===== src/rtl/bt656_pkg.sv =====
`default_nettype none
// ============================================================================
// Module      : bt656_pkg
// Description : Shared types and helpers for the BT.656 receiver: FSM state
//               encoding, XY bit positions (8-bit MSB window), 4:2:2 phase
//               codes and the XY protection-bit encode/check functions.
// Revision    : 1.0 - initial release
// ============================================================================
package bt656_pkg;

  typedef enum logic [2:0] {
    ST_BLANK  = 3'd0,
    ST_TRS1   = 3'd1,
    ST_TRS2   = 3'd2,
    ST_TRS3   = 3'd3,
    ST_ACTIVE = 3'd4
  } state_t;

  // Bit positions inside the 8 MSBs of an XY word
  localparam int c_xy_f = 6;
  localparam int c_xy_v = 5;
  localparam int c_xy_h = 4;

  // Position of a word inside the Cb,Y0,Cr,Y1 quad
  localparam logic [1:0] c_ph_cb = 2'd0;
  localparam logic [1:0] c_ph_y0 = 2'd1;
  localparam logic [1:0] c_ph_cr = 2'd2;
  localparam logic [1:0] c_ph_y1 = 2'd3;

  // Build the legal XY word for a given F/V/H combination
  function automatic logic [7:0] xy_encode(input logic f, input logic v, input logic h);
    return {1'b1, f, v, h, v ^ h, f ^ h, f ^ v, f ^ v ^ h};
  endfunction

  // Exact check: returns {valid, F, V, H}
  function automatic logic [3:0] xy_check(input logic [7:0] xy);
    logic f, v, h;
    f = xy[c_xy_f];
    v = xy[c_xy_v];
    h = xy[c_xy_h];
    return {(xy == xy_encode(f, v, h)), f, v, h};
  endfunction

endpackage
`default_nettype wire


===== src/rtl/bt656_xy_decode.sv =====
`default_nettype none
// ============================================================================
// Module      : bt656_xy_decode
// Description : Combinational XY word check. Build option BT656_ECC_EN
//               enables single-bit correction over the 8 XY MSBs (fixed bit
//               included); otherwise any deviation is flagged invalid.
// Revision    : 1.0 - initial release
// ============================================================================
module bt656_xy_decode (
  input  logic [7:0] xy,
  output logic       valid,
  output logic       f,
  output logic       v,
  output logic       h
);
  import bt656_pkg::*;

`ifdef BT656_ECC_EN
  logic [7:0] w_code;
  logic [2:0] w_idx;

  // Nearest-codeword search: distance 0 is clean, distance 1 is corrected.
  // The code has minimum distance 4, so at most one candidate can match.
  always_comb begin
    valid     = 1'b0;
    {f, v, h} = xy[c_xy_f -: 3];
    w_code    = '0;
    w_idx     = '0;
    for (int i = 0; i < 8; i++) begin
      w_idx  = 3'(i);
      w_code = xy_encode(w_idx[2], w_idx[1], w_idx[0]);
      if ($countones(w_code ^ xy) <= 1) begin
        valid     = 1'b1;
        {f, v, h} = w_idx;
      end
    end
  end
`else
  assign {valid, f, v, h} = xy_check(xy);
`endif

endmodule
`default_nettype wire


===== src/rtl/bt656_rx_param.sv =====
`default_nettype none
// ============================================================================
// Module      : bt656_rx_param
// Description : Parametrised ITU-R BT.656 receiver. Finds TRS codes, checks
//               XY words, tracks sync lock and turns the 4:2:2 stream into
//               one 4:4:4 pixel per Y sample with position and sync markers.
//               Build option: BT656_ECC_EN (XY single-bit correction).
// Revision    : 1.0 - initial release
// ============================================================================
module bt656_rx_param #(
  parameter int DW      = 8,
  parameter int LINE_W  = 10,
  parameter int PIX_W   = 11,
  parameter int LOCK_N  = 4,
  parameter int GAP_MAX = 2047
) (
  input  logic              clk,
  input  logic              rst_n,
  input  logic [DW-1:0]     din,
  output logic              pix_valid,
  output logic [DW-1:0]     y,
  output logic [DW-1:0]     cb,
  output logic [DW-1:0]     cr,
  output logic [PIX_W-1:0]  pix_x,
  output logic [LINE_W-1:0] line,
  output logic              field,
  output logic              vblank,
  output logic              hblank,
  output logic              sof,
  output logic              sol,
  output logic [PIX_W-1:0]  act_width,
  output logic              sync_lock,
  output logic              trs_err
);
  import bt656_pkg::*;

  localparam int                 c_gap_w   = $clog2(GAP_MAX + 1);
  localparam logic [c_gap_w-1:0] c_gap_max = c_gap_w'(GAP_MAX);
  localparam logic [3:0]         c_lock_n  = 4'(LOCK_N);
  localparam logic [DW-1:0]      c_ones    = '1;

  state_t             r_state, w_state_nxt;
  logic [1:0]         r_phase;
  logic [DW-1:0]      r_cb, r_y0;
  logic [3:0]         r_lock_cnt, w_lock_inc;
  logic [c_gap_w-1:0] r_gap;
  logic               r_after_vb, r_in_line;
  logic               w_ones, w_zero, w_trs3, w_act_word;
  logic               w_xy_valid, w_f, w_v, w_h, w_xy_ok, w_sav, w_eav;

  bt656_xy_decode u_xy (
    .xy    (din[DW-1 -: 8]),
    .valid (w_xy_valid),
    .f     (w_f),
    .v     (w_v),
    .h     (w_h)
  );

  assign w_ones     = (din == c_ones);
  assign w_zero     = (din == '0);
  assign w_trs3     = (r_state == ST_TRS3);
  assign w_xy_ok    = w_trs3 & w_xy_valid;
  assign w_sav      = w_xy_ok & ~w_v & ~w_h;
  assign w_eav      = w_xy_ok & w_h;
  assign w_act_word = (r_state == ST_ACTIVE) & ~w_ones;
  assign w_lock_inc = (r_lock_cnt == c_lock_n) ? r_lock_cnt : r_lock_cnt + 4'd1;

  // State register
  always_ff @(posedge clk or negedge rst_n) begin
    if (!rst_n) r_state <= ST_BLANK;
    else        r_state <= w_state_nxt;
  end

  // TRS preamble search; only a clean active-video SAV opens a line
  always_comb begin
    w_state_nxt = r_state;
    unique case (r_state)
      ST_BLANK:  if (w_ones) w_state_nxt = ST_TRS1;
      ST_TRS1:   w_state_nxt = w_zero ? ST_TRS2 : ST_BLANK;
      ST_TRS2:   w_state_nxt = w_zero ? ST_TRS3 : ST_BLANK;
      ST_TRS3:   w_state_nxt = w_sav ? ST_ACTIVE : ST_BLANK;
      ST_ACTIVE: if (w_ones) w_state_nxt = ST_TRS1;
      default:   w_state_nxt = ST_BLANK;
    endcase
  end

  // Quad assembly: hold Cb/Y0, launch a pixel one clock after Cr and after Y1
  always_ff @(posedge clk or negedge rst_n) begin
    if (!rst_n) begin
      r_phase   <= '0;
      r_cb      <= '0;
      r_y0      <= '0;
      pix_valid <= 1'b0;
      y         <= '0;
      cb        <= '0;
      cr        <= '0;
    end else begin
      pix_valid <= 1'b0;
      r_phase   <= w_act_word ? r_phase + 2'd1 : 2'd0;
      if (w_act_word) begin
        case (r_phase)
          c_ph_cb: r_cb <= din;
          c_ph_y0: r_y0 <= din;
          c_ph_cr: begin
            cb        <= r_cb;
            y         <= r_y0;
            cr        <= din;
            pix_valid <= sync_lock;
          end
          c_ph_y1: begin
            y         <= din;
            pix_valid <= sync_lock;
          end
        endcase
      end
    end
  end

  // Pixel index within the line and width of the last completed line
  always_ff @(posedge clk or negedge rst_n) begin
    if (!rst_n) begin
      pix_x     <= '0;
      act_width <= '0;
      r_in_line <= 1'b0;
    end else begin
      if (w_sav)          pix_x <= '0;
      else if (pix_valid) pix_x <= pix_x + 1'b1;
      if (w_trs3)               r_in_line <= w_sav;
      if (w_eav && r_in_line)   act_width <= pix_x;
    end
  end

  // Timing flags, line counter and start-of-frame/line markers
  always_ff @(posedge clk or negedge rst_n) begin
    if (!rst_n) begin
      field      <= 1'b0;
      vblank     <= 1'b0;
      hblank     <= 1'b0;
      line       <= '0;
      sof        <= 1'b0;
      sol        <= 1'b0;
      trs_err    <= 1'b0;
      r_after_vb <= 1'b0;
    end else begin
      sof     <= 1'b0;
      sol     <= 1'b0;
      trs_err <= w_trs3 & ~w_xy_valid;
      if (w_xy_ok) begin
        field  <= w_f;
        vblank <= w_v;
        hblank <= w_h;
        if (w_v) begin
          r_after_vb <= 1'b1;
        end else if (!w_h) begin
          sol <= 1'b1;
          if (r_after_vb) begin
            line       <= '0;
            sof        <= 1'b1;
            r_after_vb <= 1'b0;
          end else if (line != '1) begin
            line <= line + 1'b1;
          end
        end
      end
    end
  end

  // Lock tracking: consecutive valid XYs build lock, errors or a TRS gap drop it
  always_ff @(posedge clk or negedge rst_n) begin
    if (!rst_n) begin
      r_lock_cnt <= '0;
      r_gap      <= '0;
      sync_lock  <= 1'b0;
    end else if (w_trs3) begin
      r_gap <= '0;
      if (w_xy_valid) begin
        r_lock_cnt <= w_lock_inc;
        sync_lock  <= (w_lock_inc == c_lock_n);
      end else begin
        r_lock_cnt <= '0;
        sync_lock  <= 1'b0;
      end
    end else if (r_gap == c_gap_max) begin
      r_lock_cnt <= '0;
      sync_lock  <= 1'b0;
    end else begin
      r_gap <= r_gap + 1'b1;
    end
  end

endmodule
`default_nettype wire


===== config.mk =====
export PLATFORM = sky130hd
export DESIGN_NAME = bt656_rx_param
export DESIGN_NICKNAME = d
export VERILOG_FILES = /design/src/rtl/bt656_pkg.sv /design/src/rtl/bt656_xy_decode.sv /design/src/rtl/bt656_rx_param.sv
export SDC_FILE = /design/constraint.sdc
export NUM_CORES = 1
export LEC_CHECK = 0
export ABC_CLOCK_PERIOD_IN_PS = 2100
export BUFFER_PORTS_ARGS = -buffer_cell sky130_fd_sc_hd__buf_2
export CORE_MARGIN = 2
export CORE_UTILIZATION = 52
export DETAILED_ROUTE_END_ITERATION = 6
export PLACE_DENSITY = 0.77
export SLEW_MARGIN = 20
export SYNTH_ARGS = -nofsm -noshare
export SYNTH_HDL_FRONTEND = slang
export SYNTH_SLANG_ARGS = --single-unit

===== constraint.sdc =====
create_clock -name clk -period 2.1 [get_ports clk]
set_clock_uncertainty 0.15 [all_clocks]
set_input_delay 0.315 -clock clk [delete_from_list [all_inputs] [get_ports clk]]
set_output_delay 0.315 -clock clk [all_outputs]
set_load 0.03 [all_outputs]

* Yosys cells after proc, flatten, opt, wreduce, memory -nomap -nowiden
Cells that the tools add are included.
** Storage, ports and cells
- Register bits after elaboration :: 102
- Input port bits :: 10
- Output and inout bits :: 64
- Word-level logic and storage cells :: 104
** Cells by class
- Add/subtract/negate cells :: 5
- Equal/unequal tests :: 16
- Muxes and demuxes :: 31
- Bitwise gates (word level) :: 14
- Reduce and logical (&&, ||, !) cells :: 16
** Operators with widths (number)
- two-way mux 11 bit :: 4
- adder 11 x 1 -> 11 bit, second input constant :: 2
- two-way mux 10 bit :: 2
- two-way mux 4 bit :: 4
- one-hot mux 8 bit (2 select lines) :: 1
- two-way mux 1 bit :: 14
- one-hot mux 3 bit (4 select lines) :: 1
- equality test 11 bit, second input constant :: 1
- adder 10 x 1 -> 10 bit, second input constant :: 1
- != test 10 bit, second input constant :: 1
- AND reduction 2 bit :: 5
- equality test 4 x 3 -> 1 bit, second input constant :: 2
- equality test 8 bit, second input constant :: 1
- logical NOT 8 bit :: 1
- nonzero test 2 bit :: 4
- bitwise AND 1 bit :: 6
- equality test 3 x 2 -> 1 bit, second input constant :: 2
- two-way mux 2 bit :: 3
- two-way mux 3 bit :: 2
- equality test 5 bit :: 1
- adder 4 x 1 -> 4 bit, second input constant :: 1
- equality test 2 bit, second input constant :: 2
- != test 2 x 1 -> 1 bit, second input constant :: 2
- inverter 1 bit :: 4
- other kinds (11) :: 15

* Longest topological paths before layout
- Depth after elaboration :: 8
- Gate-level depth with buffers :: 9
- Gate-level depth less buffers :: 7

* By module
Synthesis repeated with hierarchy kept, for this count alone.
** Second synthesis, totals
- Cells, all modules :: 406
- Area total of the unflattened synthesis :: 4659.5 um^2
** Modules (own cells, without submodules)
- bt656_rx_param :: instances 1, cells each 385, area an instance 4513.1 um^2
- bt656_xy_decode :: instances 1, cells each 21, area an instance 146.4 um^2

* Worst setup path before layout
Ideal clock, no wire load.
- Path type :: input to register
- Start point :: input din[4]
- End point :: register act_width[10]
- Arrival time :: 2.147 ns
- Required time :: 1.825 ns
- Path slack :: -0.322 ns
- Cell stages on the path :: 9
- Buffers on the path :: 2
- Path through :: buf_2 > inv_1 > ha_1 > xor2_1 > nor4b_4 > o211ai_4 > a21oi_2 > buf_6 > mux2_4
** Between the ends
- Cells in the longest elaborated chain, start to end :: 5
- Elaborated cells between the ends (all ways) :: 7
- Classes of those cells :: eq/ne: 1; bitwise: 5; reduce/logical: 1
** Ends and longest elaborated chain
- start: declaration :: RTL line bt656_rx_param.sv:19 : input logic [DW-1:0] din,
- XOR 1 bit :: RTL line bt656_pkg.sv:32 : return {1'b1, f, v, h, v ^ h, f ^ h, f ^ v, f ^ v ^ h};
- equality test 5 bit :: RTL line bt656_pkg.sv:41 : return {(xy == xy_encode(f, v, h)), f, v, h};
- bitwise AND 1 bit :: RTL line bt656_rx_param.sv:62 : assign w_xy_ok = w_trs3 & w_xy_valid;
- bitwise AND 1 bit * :: RTL line bt656_rx_param.sv:64 : assign w_eav = w_xy_ok & w_h;
- logical AND 1 bit * :: RTL line bt656_rx_param.sv:129 : if (w_eav && r_in_line) act_width <= pix_x;
- end signal: assignment :: RTL line bt656_rx_param.sv:129
- end: declaration :: RTL line bt656_rx_param.sv:31 : output logic [PIX_W-1:0] act_width,
Every way passes the cells marked *; elsewhere a longest branch is shown, timed or not.
A chain may end at the register's enable or synchronous reset.

* Worst setup path in the final report
- Start point :: input din[4]
- End point :: register act_width[0]
The elaborated chain is that of the path after synthesis.

==> metrics.cfg <==
[sta]
hold_violations = 0
fin_crit_ns = 2.03
post-route-worst-setup-slack_ns = 0.0704
max_freq_mhz = 493
period_share_pct = 96.6
setup_tns_ns = 0
slew_headroom_pct = 63.1
tightest_slew_ns = 0.554
slew_viol_final = 0
rsz0062_at_grt = false
final-setup-viol-count = 0

[clocking]
cts_sinks = 102
cts-htree-levels = 3
clockBufferDepth = 2
cts_tree = built
clkTransAtPathRegs_ns = 0.12
postCtsSetupRepairBufs = 0
cts_root_buf = clkbuf_8
numCtsBuffers = 9
worstSkewPairLatency_ns = 0.37

[critical_path]
worst_path_largest_cell_delay_ns = 0.37
slowest_stage = nor4b_4
cp-startpoint = din[4]
critical-path-top-delay-family = buffers and inverters
r2r-end = r_lock_cnt[1]
rrSetupSlack_ns = 0.09
cp_max_fo = 11
r2r_start = r_gap[0]
reg2reg_depth = 8
crit_required_ns = 2.22
start_kind = input pin
cp.buffers_inverters = 3
cp.depth = 9
cp.arrival_ns = 2.15
worstSetupEndpoint = act_width[0]
crit_chain = buf_2 > inv_8 > ha_4 > xor2_4 > nor4b_4 > o211ai_4 > a21oi_2 > buf_12 > mux2_2
end_kind = flop
crit_type = input pin to flop

[yosys]
avgSynthCellArea_um2 = 11.4
ys_warn_count = 0
synth_area_leader_cell = dfrtp_1
synthesis.instances = 437
async_flop_share_pct = 100
synth-seq-cells = 102
synth_area_leaders = dfrtp_1 (51%), mux2_2 (6.1%), mux2_4 (3.6%)
seq_area_frac_synth_pct = 51.3
syn_nets = 459
synth.distinct_cells = 65
synth_ff_type = dfrtp_1
synth_edf_count = 0
synth_area_um2 = 4980
synth_top_area_share_pct = 51.3

[die]
fp.dieW_um = 102
die_h_um = 102
initial_core_util_pct = 53.6
core_area_um2 = 9280
rows = 35
boundaryPins = 74
die_area_um2 = 10400

[status]
run_status = completed

[place]
port_buffers = 73
pre_cts_ws_ns = -0.335
dp_cells = 671
dpl_cell_area_um2 = 5860
gp_congestion = 0.938
dp_hpwl_um = 7650

[final_layout]
diodes = 0
final_cells = 688
seq_area_um2 = 2550
nets = 576
post-route-cell-area_um2 = 6100
final.fill_count = 749
areaGrowthSynthToFinish_pct = 22.5
drive_gt1_share_pct = 36.0
multiInputGateArea_um2 = 2300
post-route-util_pct = 65.7

[global_route]
grt_max_degree = 47
antenna_found_initial = 0
grt_pass1_wl_um = 17700
grt_pass1_vias = 3739
track_usage_pct = 21.5
grt_overflow_total = 0

[power_and_ir_drop]
powerDensity_nw_per_um2 = 940
vdd_drop_max_mv = 0.937
power_leakage_uw = 0.00286

[hold_path]
min_path_type = input pin to flop
min_path_cells = 2
worstHoldStart = din[7]

[routing]
wire_per_inst_um = 15.2
drt_iter0_markers = 180
route.detailed.drc = 0
vias_per_cell = 5.38
ant_nets = 0
first_pass_iters = 5
via_count = 3701
drt_wl_total_um = 10500

[job]
drv_cap = 0

==> per-stage QoR <==
step | power, µW | hold slack [ns]
finish | 5730 | 0.181
floorplan | 3830 | -0.131
detailed placement | 4450 | 0.140
global placement | 4380 | 0.135
CTS | 5800 | 0.180
global route | 6060 | 0.171
==> where the power goes <==
part | internal [µW] | switching, µW
clock | 595 | 740
sequential | 2380 | 210
combinational | 741 | 1070
total | 3720 | 2020
==> kinds of logic (layout without fill, tap and decap cells) <==
logic type      Yosys count  after routing  synth area share (%)
fa+ha+maj                12             12                  3.02
flops                   102            102                  51.3
mux                      50             50                  11.9
buf+inv                  32            154                  3.34
xor+xnor                 18             18                  3.17
simple gates            147            147                  15.9
compound gates           76             76                  11.3
==> flip-flops by register name (all words and copies together), names as in the netlist <==
signal      cells
r_lock_cnt      4
vblank          1
act_width      11
sof             1
y               8
cb              8
field           1
r_y0            8
sync_lock       1
pix_x          11
r_cb            8
sol             1
r_in_line       1
line           10
pix_valid       1
r_phase         2
hblank          1
cr              8
r_gap          11
r_state         3
r_after_vb      1
trs_err         1
==> layer usage <==
| layer | global-route usage (%) | share of wire (%) |
|---|---|---|
| met5 | 0 | 0 |
| met2 | 34.9 | 49 |
| met4 | 6.56 | 1.4 |
| met1 | 30.2 | 46 |
| met3 | 3.49 | 4.4 |
==> how the worst min path moves through the flow <==
stage | endpoint
after global placement | act_width[4]
after detailed placement | act_width[5]
after CTS | cr[7]
after global routing | cr[7]
after floorplan | act_width[0]
final | cr[7]
==> Yosys cell counts, drive strengths merged, types with 2 or more instances <==
library cell,n
o221ai,2
and4bb,2
and3,6
o21a,3
and2,4
o21ai,25
inv,16
a21boi,2
mux2,39
or3b,3
buf,13
mux2i,11
nor4b,3
clkbuf,3
a211oi,2
dfrtp,102
nor3,6
a31o,2
nor2b,3
nand3,23
xnor2,6
nand4,4
xor2,12
a21oi,12
ha,12
o2111ai,2
a21o,3
nor4,6
or3,2
nand3b,2
nor2,34
a31oi,4
nand2,42
o211ai,14
==> timing repair <==
| action | CTS | global route |
|---|---|---|
| resized for setup | 0 | 3 |
| hold buffers | 1 | 0 |
| endpoints found under the setup margin | 0 | 12 |
| hold endpoints to repair | 30 | 0 |
==> final cells by class <==
class / count / area share [%]
clock buffers: 9 / 2.03
clock inverters: 7 / 1.60
inverters: 16 / 1.23
multi-input cells: 303 / 37.7
flip-flops and latches: 102 / 41.8
well taps: 129 / 2.65
repair buffers: 122 / 12.9
==> cells in the final DEF (no fill, tap or decap), types with 3 or more instances in the layout <==
master,Yosys,final
nor2_1,34,34
mux2i_1,11,11
ha_1,12,10
nand2_1,41,41
xnor2_1,6,6
and2_1,4,4
xor2_1,12,11
buf_12,0,4
buf_2,4,72
a21oi_1,9,9
o211ai_1,12,12
buf_4,3,45
and3_1,6,6
mux2_2,27,27
nor3_1,6,6
nand4_1,4,4
clkbuf_8,0,9
o21ai_1,3,3
dfrtp_1,102,102
nor4_1,5,5
a21o_1,3,3
mux2_4,12,12
o21ai_0,21,21
nand3_1,22,22
inv_1,16,14
a31oi_1,4,4
inv_8,0,5
No activity file was read; power rests on OpenSTA's default activity.
